`src/rtl/rect_plotter_if.sv`:
```
// rect_plotter_if
// Command and pixel-stream bundle between a rectangle-fill draw engine and its client.
//
// Signals:
//   cmd_valid / cmd_ready             command handshake
//   cmd_x, cmd_y                      rectangle origin (left column, top row)
//   cmd_w, cmd_h                      rectangle size in pixels (0 legal)
//   cmd_colour                        fill colour
//   cmd_outline                       border-only drawing (present only with RECT_PLOTTER_OUTLINE_EN)
//   x, y, colour, plot                pixel write port toward the VGA adapter
//   busy, done                        engine status
//
// Modports:
//   master  command issuer (game FSM); drives cmd_*, observes status and pixels
//   slave   draw engine; consumes cmd_*, drives cmd_ready, pixel port and status
interface rect_plotter_if #(
  parameter int COORD_W  = 8,
  parameter int COLOUR_W = 3
);
  logic                cmd_valid;
  logic                cmd_ready;
  logic [COORD_W-1:0]  cmd_x;
  logic [COORD_W-1:0]  cmd_y;
  logic [COORD_W-1:0]  cmd_w;
  logic [COORD_W-1:0]  cmd_h;
  logic [COLOUR_W-1:0] cmd_colour;
`ifdef RECT_PLOTTER_OUTLINE_EN
  logic                cmd_outline;
`endif
  logic [COORD_W-1:0]  x;
  logic [COORD_W-1:0]  y;
  logic [COLOUR_W-1:0] colour;
  logic                plot;
  logic                busy;
  logic                done;

`ifdef RECT_PLOTTER_OUTLINE_EN
  modport master (
    output cmd_valid, cmd_x, cmd_y, cmd_w, cmd_h, cmd_colour, cmd_outline,
    input  cmd_ready, x, y, colour, plot, busy, done
  );
  modport slave (
    input  cmd_valid, cmd_x, cmd_y, cmd_w, cmd_h, cmd_colour, cmd_outline,
    output cmd_ready, x, y, colour, plot, busy, done
  );
`else
  modport master (
    output cmd_valid, cmd_x, cmd_y, cmd_w, cmd_h, cmd_colour,
    input  cmd_ready, x, y, colour, plot, busy, done
  );
  modport slave (
    input  cmd_valid, cmd_x, cmd_y, cmd_w, cmd_h, cmd_colour,
    output cmd_ready, x, y, colour, plot, busy, done
  );
`endif
endinterface

```
`src/rtl/rect_plotter.sv`:
```
// rect_plotter
// Rectangle-fill draw engine: takes one rectangle command per handshake and
// streams one pixel per clock, in raster order, into the VGA adapter write port.
// Pixels falling outside SCREEN_W x SCREEN_H still take their cycle but do not plot.
//
// Ports:
//   clk   system clock
//   rst   synchronous active-low reset
//   bus   rect_plotter_if.slave (command handshake, pixel port, busy/done)
//
// Optional feature macro: RECT_PLOTTER_OUTLINE_EN
//   Adds bus.cmd_outline; when latched high only border pixels are plotted,
//   interior pixels keep their cycle with plot low.
module rect_plotter #(
  parameter int SCREEN_W = 160,
  parameter int SCREEN_H = 120,
  parameter int COORD_W  = 8,
  parameter int COLOUR_W = 3
) (
  input logic           clk,
  input logic           rst,
  rect_plotter_if.slave bus
);

  localparam logic [0:0]         S_IDLE = 1'b0;
  localparam logic [0:0]         S_DRAW = 1'b1;
  localparam logic [COORD_W-1:0] ONE    = COORD_W'(1);
  localparam logic [COORD_W:0]   LIM_X  = (COORD_W+1)'(SCREEN_W);
  localparam logic [COORD_W:0]   LIM_Y  = (COORD_W+1)'(SCREEN_H);

  // Sums are one bit wider than the coordinates so an origin near the edge
  // plus an offset can never wrap back onto the screen.
  function automatic logic in_bounds(input logic [COORD_W:0] sx,
                                     input logic [COORD_W:0] sy);
    return (sx < LIM_X) && (sy < LIM_Y);
  endfunction

`ifdef RECT_PLOTTER_OUTLINE_EN
  function automatic logic on_border(input logic [COORD_W-1:0] col,
                                     input logic [COORD_W-1:0] row,
                                     input logic [COORD_W-1:0] w,
                                     input logic [COORD_W-1:0] h);
    return (col == '0) || (col == w - ONE) || (row == '0) || (row == h - ONE);
  endfunction
`endif

  logic [0:0]          r_state;
  logic [COORD_W-1:0]  r_ox;
  logic [COORD_W-1:0]  r_oy;
  logic [COORD_W-1:0]  r_w;
  logic [COORD_W-1:0]  r_h;
  logic [COORD_W-1:0]  r_col;
  logic [COORD_W-1:0]  r_row;
  logic [COORD_W-1:0]  r_x;
  logic [COORD_W-1:0]  r_y;
  logic [COLOUR_W-1:0] r_colour;
  logic                r_plot;
  logic                r_busy;
  logic                r_done;
`ifdef RECT_PLOTTER_OUTLINE_EN
  logic                r_outline;
`endif

  logic               w_accept;
  logic               w_zero;
  logic               w_last_col;
  logic               w_last_row;
  logic [COORD_W-1:0] w_nxt_col;
  logic [COORD_W-1:0] w_nxt_row;
  logic [COORD_W:0]   w_sum_x;
  logic [COORD_W:0]   w_sum_y;
  logic               w_plot_nxt;
  logic               w_plot_first;

  assign bus.cmd_ready = (r_state == S_IDLE);
  assign bus.x         = r_x;
  assign bus.y         = r_y;
  assign bus.colour    = r_colour;
  assign bus.plot      = r_plot;
  assign bus.busy      = r_busy;
  assign bus.done      = r_done;

  assign w_accept   = bus.cmd_valid && (r_state == S_IDLE);
  assign w_zero     = (bus.cmd_w == '0) || (bus.cmd_h == '0);
  assign w_last_col = (r_col == r_w - ONE);
  assign w_last_row = (r_row == r_h - ONE);
  assign w_nxt_col  = w_last_col ? '0 : r_col + ONE;
  assign w_nxt_row  = w_last_col ? r_row + ONE : r_row;
  assign w_sum_x    = {1'b0, r_ox} + {1'b0, w_nxt_col};
  assign w_sum_y    = {1'b0, r_oy} + {1'b0, w_nxt_row};

  // Pixel (0,0) is always on the border, so outline mode never masks it.
  assign w_plot_first = in_bounds({1'b0, bus.cmd_x}, {1'b0, bus.cmd_y});
`ifdef RECT_PLOTTER_OUTLINE_EN
  assign w_plot_nxt = in_bounds(w_sum_x, w_sum_y) &&
                      (!r_outline || on_border(w_nxt_col, w_nxt_row, r_w, r_h));
`else
  assign w_plot_nxt = in_bounds(w_sum_x, w_sum_y);
`endif

  always_ff @(posedge clk) begin
    if (!rst) begin
      r_state  <= S_IDLE;
      r_col    <= '0;
      r_row    <= '0;
      r_x      <= '0;
      r_y      <= '0;
      r_colour <= '0;
      r_plot   <= 1'b0;
      r_busy   <= 1'b0;
      r_done   <= 1'b0;
    end else begin
      r_plot <= 1'b0;
      r_done <= 1'b0;
      if (r_state == S_IDLE) begin
        if (w_accept) begin
          r_ox  <= bus.cmd_x;
          r_oy  <= bus.cmd_y;
          r_w   <= bus.cmd_w;
          r_h   <= bus.cmd_h;
          r_col <= '0;
          r_row <= '0;
`ifdef RECT_PLOTTER_OUTLINE_EN
          r_outline <= bus.cmd_outline;
`endif
          if (w_zero) begin
            r_done <= 1'b1;
          end else begin
            // First pixel goes out on the accepting edge to save a cycle.
            r_state  <= S_DRAW;
            r_busy   <= 1'b1;
            r_x      <= bus.cmd_x;
            r_y      <= bus.cmd_y;
            r_colour <= bus.cmd_colour;
            r_plot   <= w_plot_first;
          end
        end
      end else begin
        if (w_last_col && w_last_row) begin
          r_state <= S_IDLE;
          r_busy  <= 1'b0;
          r_done  <= 1'b1;
        end else begin
          r_col  <= w_nxt_col;
          r_row  <= w_nxt_row;
          r_x    <= w_sum_x[COORD_W-1:0];
          r_y    <= w_sum_y[COORD_W-1:0];
          r_plot <= w_plot_nxt;
        end
      end
    end
  end

endmodule

```
`src/flat_wrapper.sv`:
```
// flat-port wrapper written by rule: the top's interface ports become plain ports
module rect_plotter_flat 
#(
  parameter int SCREEN_W = 160,
  parameter int SCREEN_H = 120,
  parameter int COORD_W  = 8,
  parameter int COLOUR_W = 3
)
  (clk, rst, bus_cmd_valid, bus_cmd_x, bus_cmd_y, bus_cmd_w, bus_cmd_h, bus_cmd_colour, bus_cmd_ready, bus_x, bus_y, bus_colour, bus_plot, bus_busy, bus_done);
  rect_plotter_if #(.COORD_W(COORD_W), .COLOUR_W(COLOUR_W)) bus_i ();
  input logic clk;
  input logic rst;
  input wire logic [$bits(bus_i.cmd_valid)-1:0] bus_cmd_valid;
  input wire logic [$bits(bus_i.cmd_x)-1:0] bus_cmd_x;
  input wire logic [$bits(bus_i.cmd_y)-1:0] bus_cmd_y;
  input wire logic [$bits(bus_i.cmd_w)-1:0] bus_cmd_w;
  input wire logic [$bits(bus_i.cmd_h)-1:0] bus_cmd_h;
  input wire logic [$bits(bus_i.cmd_colour)-1:0] bus_cmd_colour;
  output wire logic [$bits(bus_i.cmd_ready)-1:0] bus_cmd_ready;
  output wire logic [$bits(bus_i.x)-1:0] bus_x;
  output wire logic [$bits(bus_i.y)-1:0] bus_y;
  output wire logic [$bits(bus_i.colour)-1:0] bus_colour;
  output wire logic [$bits(bus_i.plot)-1:0] bus_plot;
  output wire logic [$bits(bus_i.busy)-1:0] bus_busy;
  output wire logic [$bits(bus_i.done)-1:0] bus_done;
  assign bus_i.cmd_valid = bus_cmd_valid;
  assign bus_i.cmd_x = bus_cmd_x;
  assign bus_i.cmd_y = bus_cmd_y;
  assign bus_i.cmd_w = bus_cmd_w;
  assign bus_i.cmd_h = bus_cmd_h;
  assign bus_i.cmd_colour = bus_cmd_colour;
  assign bus_cmd_ready = bus_i.cmd_ready;
  assign bus_x = bus_i.x;
  assign bus_y = bus_i.y;
  assign bus_colour = bus_i.colour;
  assign bus_plot = bus_i.plot;
  assign bus_busy = bus_i.busy;
  assign bus_done = bus_i.done;
  rect_plotter #(.SCREEN_W(SCREEN_W), .SCREEN_H(SCREEN_H), .COORD_W(COORD_W), .COLOUR_W(COLOUR_W)) u_core (.clk(clk), .rst(rst), .bus(bus_i));
endmodule
```
`config.mk`:
```
export PLATFORM = sky130hd
export DESIGN_NAME = rect_plotter_flat
export DESIGN_NICKNAME = d
export VERILOG_FILES = /design/src/rtl/rect_plotter_if.sv /design/src/rtl/rect_plotter.sv /design/src/flat_wrapper.sv
export SDC_FILE = /design/constraint.sdc
export NUM_CORES = 1
export LEC_CHECK = 0
export CORE_UTILIZATION = 39
export CTS_BUF_LIST = sky130_fd_sc_hd__clkbuf_16
export DETAILED_ROUTE_END_ITERATION = 8
export GPL_TIMING_DRIVEN = 0
export PLACE_DENSITY = 0.71
export SLEW_MARGIN = 0
export SYNTH_ARGS = -nofsm -noshare
export SYNTH_HDL_FRONTEND = slang
export SYNTH_SLANG_ARGS = --single-unit
```
`constraint.sdc`:
```
create_clock -name clk -period 5 [get_ports clk]
set_clock_uncertainty 0.1 [all_clocks]
set_input_delay 1.25 -clock clk [delete_from_list [all_inputs] [get_ports clk]]
set_output_delay 1.25 -clock clk [all_outputs]
set_load 0.05 [all_outputs]
```
==> impl_metrics.csv <==
group,metric,value,unit
logic_synthesis,synth_area,4460,um2
global_routing,grt_usage,20.1,%
logic_synthesis,synth_edf_count,32,
layout,fin_cells,685,
clocking,cts.sinks,71,
routing,initialDrtViolationCount,238,
layout,fillCellCount,983,
timing,rsz0062_at_grt,"no",
worst_setup_path,cpMaxStageDelayCell,"edfxtp_1",
clocking,path_clk_slew,0.06,ns
worst_setup_path,crit_type,"reg -> reg",
logic_synthesis,synth_cells,470,
logic_synthesis,synth-compound-area-share,14.8,%
clocking,ctsResizeCount,0,
worst_setup_path,critPathTopFamily,"compound AO/OA/AOI/OAI gates",
worst_setup_path,critPathLaunch,"u_core.r_w[0]$_DFFE_PP_",
logic_synthesis,yosys.area_share.simple,19.4,%
logic_synthesis,synth_top_area_share,21.6,%
clocking,cts_setup_buffers,0,
floorplanning,initial_core_util,40.6,%
timing,setup_violations,0,
logic_synthesis,synth-main-ff-cell,"dfxtp_1",
logic_synthesis,synth_top_area_cell,"edfxtp_1",
power_and_ir_drop,pwr-share-clk,37.8,%
worst_setup_path,crit_required,5.13,ns
logic_synthesis,synth_xor_area_share,8.65,%
power_and_ir_drop,powerDensity,274,nW/um2
timing,drv_slew,0,
worst_setup_path,r2r-start,"u_core.r_w[0]$_DFFE_PP_",
layout,nets,602,
layout,syn_to_final_growth,23.0,%
logic_synthesis,synthArstFlopShare,0,%
routing,avgViaCountPerCell,5.46,
logic_synthesis,ys_ff_latch,71,
clocking,cts_htree_levels,3,
timing,slew_headroom,30.1,%
clocking,clock_latency,0.33,ns
layout,antenna_cells,0,
timing,setup_slack,0.417,ns
worst_setup_path,path_cells,"inv_1 -> ha_1 -> buf_2 -> o21bai_1 -> a211oi_1 -> o21bai_1 -> nand2_1 -> and2_1 -> buf_2 -> buf_2 -> nor2_1 -> ha_1 -> fa_1 -> a211oi_1 -> o21bai_1 -> a21oi_1 -> xnor2_1 -> o21ai_0 -> nand4_1 -> o31ai_1",
global_routing,grt-ovfl-total,0,
logic_synthesis,yosysMostFrequentCell,"nand2_1",
global_routing,grt_pass1_vias,3905,
logic_synthesis,synth_warnings,0,
logic_synthesis,syn_area_per_cell,9.48,um2
layout,drive_above_1_share,9.36,%
worst_setup_path,setup.worst_path.end_class,"register",
logic_synthesis,mappedNetlistNets,532,
routing,vias,3738,
power_and_ir_drop,p_leak,0.00213,uW
routing,antenna_left,0,
clocking,cts_buffers,9,
min_path,min_path_type,"reg -> reg",
timing,hold_viol_final,0,
floorplanning,dieArea,11900,um2
clocking,cts_root_buf,"clkbuf_16",
logic_synthesis,synth_top_family_by_area,"simple AND/OR/NAND/NOR gates",
floorplanning,die_y,109,um
timing,tightest_slew,1.04,ns
power_and_ir_drop,comb_power_share,18.1,%
run,cap_violations,0,
logic_synthesis,ys_types,55,
floorplanning,core_area,11000,um2
logic_synthesis,muxShareOfSynthArea,7.55,%
power_and_ir_drop,p_sw,422,uW
floorplanning,fp-row-count,38,
status,status,"finished clean",
logic_synthesis,ys_top_cells_by_count,"nand2_1 (65), dfxtp_1 (39), nor2_1 (33)",
power_and_ir_drop,vdd_drop_max,0.211,mV
worst_setup_path,worstPathArrival,4.71,ns
clocking,postCtsHoldBufs,0,
routing,wl_per_cell,16.4,um
timing,finalSetupTns,0,ns
worst_setup_path,max_stage_delay,0.46,ns
min_path,hold_start,"u_core.bus.x[0]$_SDFFE_PN0P_",
clocking,clk_path_buf_depth,2,
timing,period_needed,4.58,ns
power_and_ir_drop,p_int,1080,uW
placement,place_area,5220,um2
placement,place.gp.congestion,0.895,
global_routing,grt_start_max_net_pins,33,
floorplanning,fp.dieW,109,um
worst_setup_path,worstSetupStartpointType,"register",
routing,totalWireLength,11300,um
placement,dp.cells,669,
worst_setup_path,cp_max_fo,10,
logic_synthesis,synth_fa_ha_area_share,7.07,%
floorplanning,ios,61,
timing,hold_ws,0.360,ns
timing,fin_crit_sh,91.7,%
timing,fmax,218,MHz
placement,dp_hpwl,8390,um
logic_synthesis,yosysSeqAreaShare,39.1,%
placement,pre_cts_ws,0.373,ns
layout,seqCellArea,1740,um2
worst_setup_path,cp.buffers_inverters,4,
routing,drc,0,
global_routing,grt_pass1_wl,18500,um
global_routing,antenna_found_initial,0,
layout,multi_input_comb_area,2560,um2
placement,portBuffers,59,
power_and_ir_drop,sw_frac_of_total,28.1,%
logic_synthesis,yosys-top-cells-area,"edfxtp_1 (22%), dfxtp_1 (18%), ha_1 (6.2%)",
power_and_ir_drop,seqPwrFrac,44.1,%
routing,drt_pre_antenna_iters,4,
layout,fin_area,5480,um2
clocking,cts_tree,"built",
## metrics by stage
stage          total power (uW)  util (%)
5_1_grt                    1550      49.9
6_report                   1500      49.9
3_5_place_dp                943      47.6
3_3_place_gp                938      47.6
4_1_cts                    1500      49.9
2_1_floorplan               842         -
## area by class of cell
cell class / instances / area share, %
Multi-Input combinational cell: 366 / 46.7
Buffer: 26 / 2.35
Timing Repair Buffer: 59 / 10.8
Tap cell: 140 / 3.20
Clock inverter: 7 / 0.593
Sequential cell: 71 / 31.8
Inverter: 7 / 0.479
Clock buffer: 9 / 4.11
## worst register-to-register path: stages, from the launching register on
cell and delay (ns):
edfxtp_1 0.46, inv_1 0.08, ha_1 0.19, buf_2 0.17, o21bai_1 0.18, a211oi_1 0.25, o21bai_1 0.11, nand2_1 0.22
and2_1 0.17, buf_2 0.18, buf_2 0.25, nor2_1 0.09, ha_1 0.22, fa_1 0.42, a211oi_1 0.30, o21bai_1 0.11
a21oi_1 0.19, xnor2_1 0.11, o21ai_0 0.24, nand4_1 0.11, o31ai_1 0.32
## metal layers
metal | global-route usage, % | part of all wire [%] | up-vias
met5 | 0 | 0 | -
met4 | 10.3 | 2.9 | 0
met3 | 3.95 | 4.2 | 24
met2 | 34.3 | 49 | 102
met1 | 23.8 | 44 | 1772
li1 | - | - | 1840
## cell families (layout without fill, tap and decap cells)
kind of cell,after synthesis,count (layout)
AND/OR/NAND/NOR,171,171
AO/OA/AOI/OAI,95,95
flip-flops,71,71
XOR/XNOR,44,44
buffers and inverters,33,108
multiplexers,32,32
adder cells (fa/ha/maj),24,24
## state kept, by name, indices dropped and copies added (netlist names), 3 cells and up
signal             count
u_core.r_ox            8
u_core.r_oy            8
u_core.bus.x           8
u_core.bus.colour      3
u_core.r_h             8
u_core.r_w             8
u_core.r_col           8
u_core.r_row           8
u_core.bus.y           8
## power groups by stage
stage | logic [uW] | registers [uW] | clock network, uW
finish | 272 | 661 | 568
global placement | 265 | 672 | 0
global route | 290 | 665 | 596
detailed placement | 270 | 673 | 0
CTS | 272 | 662 | 568
floorplan | 117 | 725 | 0
## placed cells by master, fill, tap and decap left out, drive strengths merged, types with 7 or more instances in the layout
cell	synthesis	layout
mux2i	19	19
mux2	13	13
nor4	7	7
dfxtp	39	39
nor2b	9	9
ha	22	22
o21bai	8	8
buf	12	12
nand4	11	11
o21ai	20	20
xor2	15	15
nand3	10	10
nand2	65	65
xnor2	29	29
edfxtp	32	32
nor3	10	10
clkbuf	14	23
nor2	33	33
a21oi	23	23
inv	7	10
clkdlybuf4s50	0	59
## path summary, 6_finish.rpt
check,slack (ns),cells after the start,endpoint
worst max register to register,0.42,20,u_core.bus.plot$_SDFF_PN0_
worst min-delay path,0.36,2,u_core.bus.x[0]$_SDFFE_PN0P_
worst min register to register,0.36,2,u_core.bus.x[0]$_SDFFE_PN0P_
worst max-delay path,0.42,20,u_core.bus.plot$_SDFF_PN0_
(Power assumes the default switching activity.)
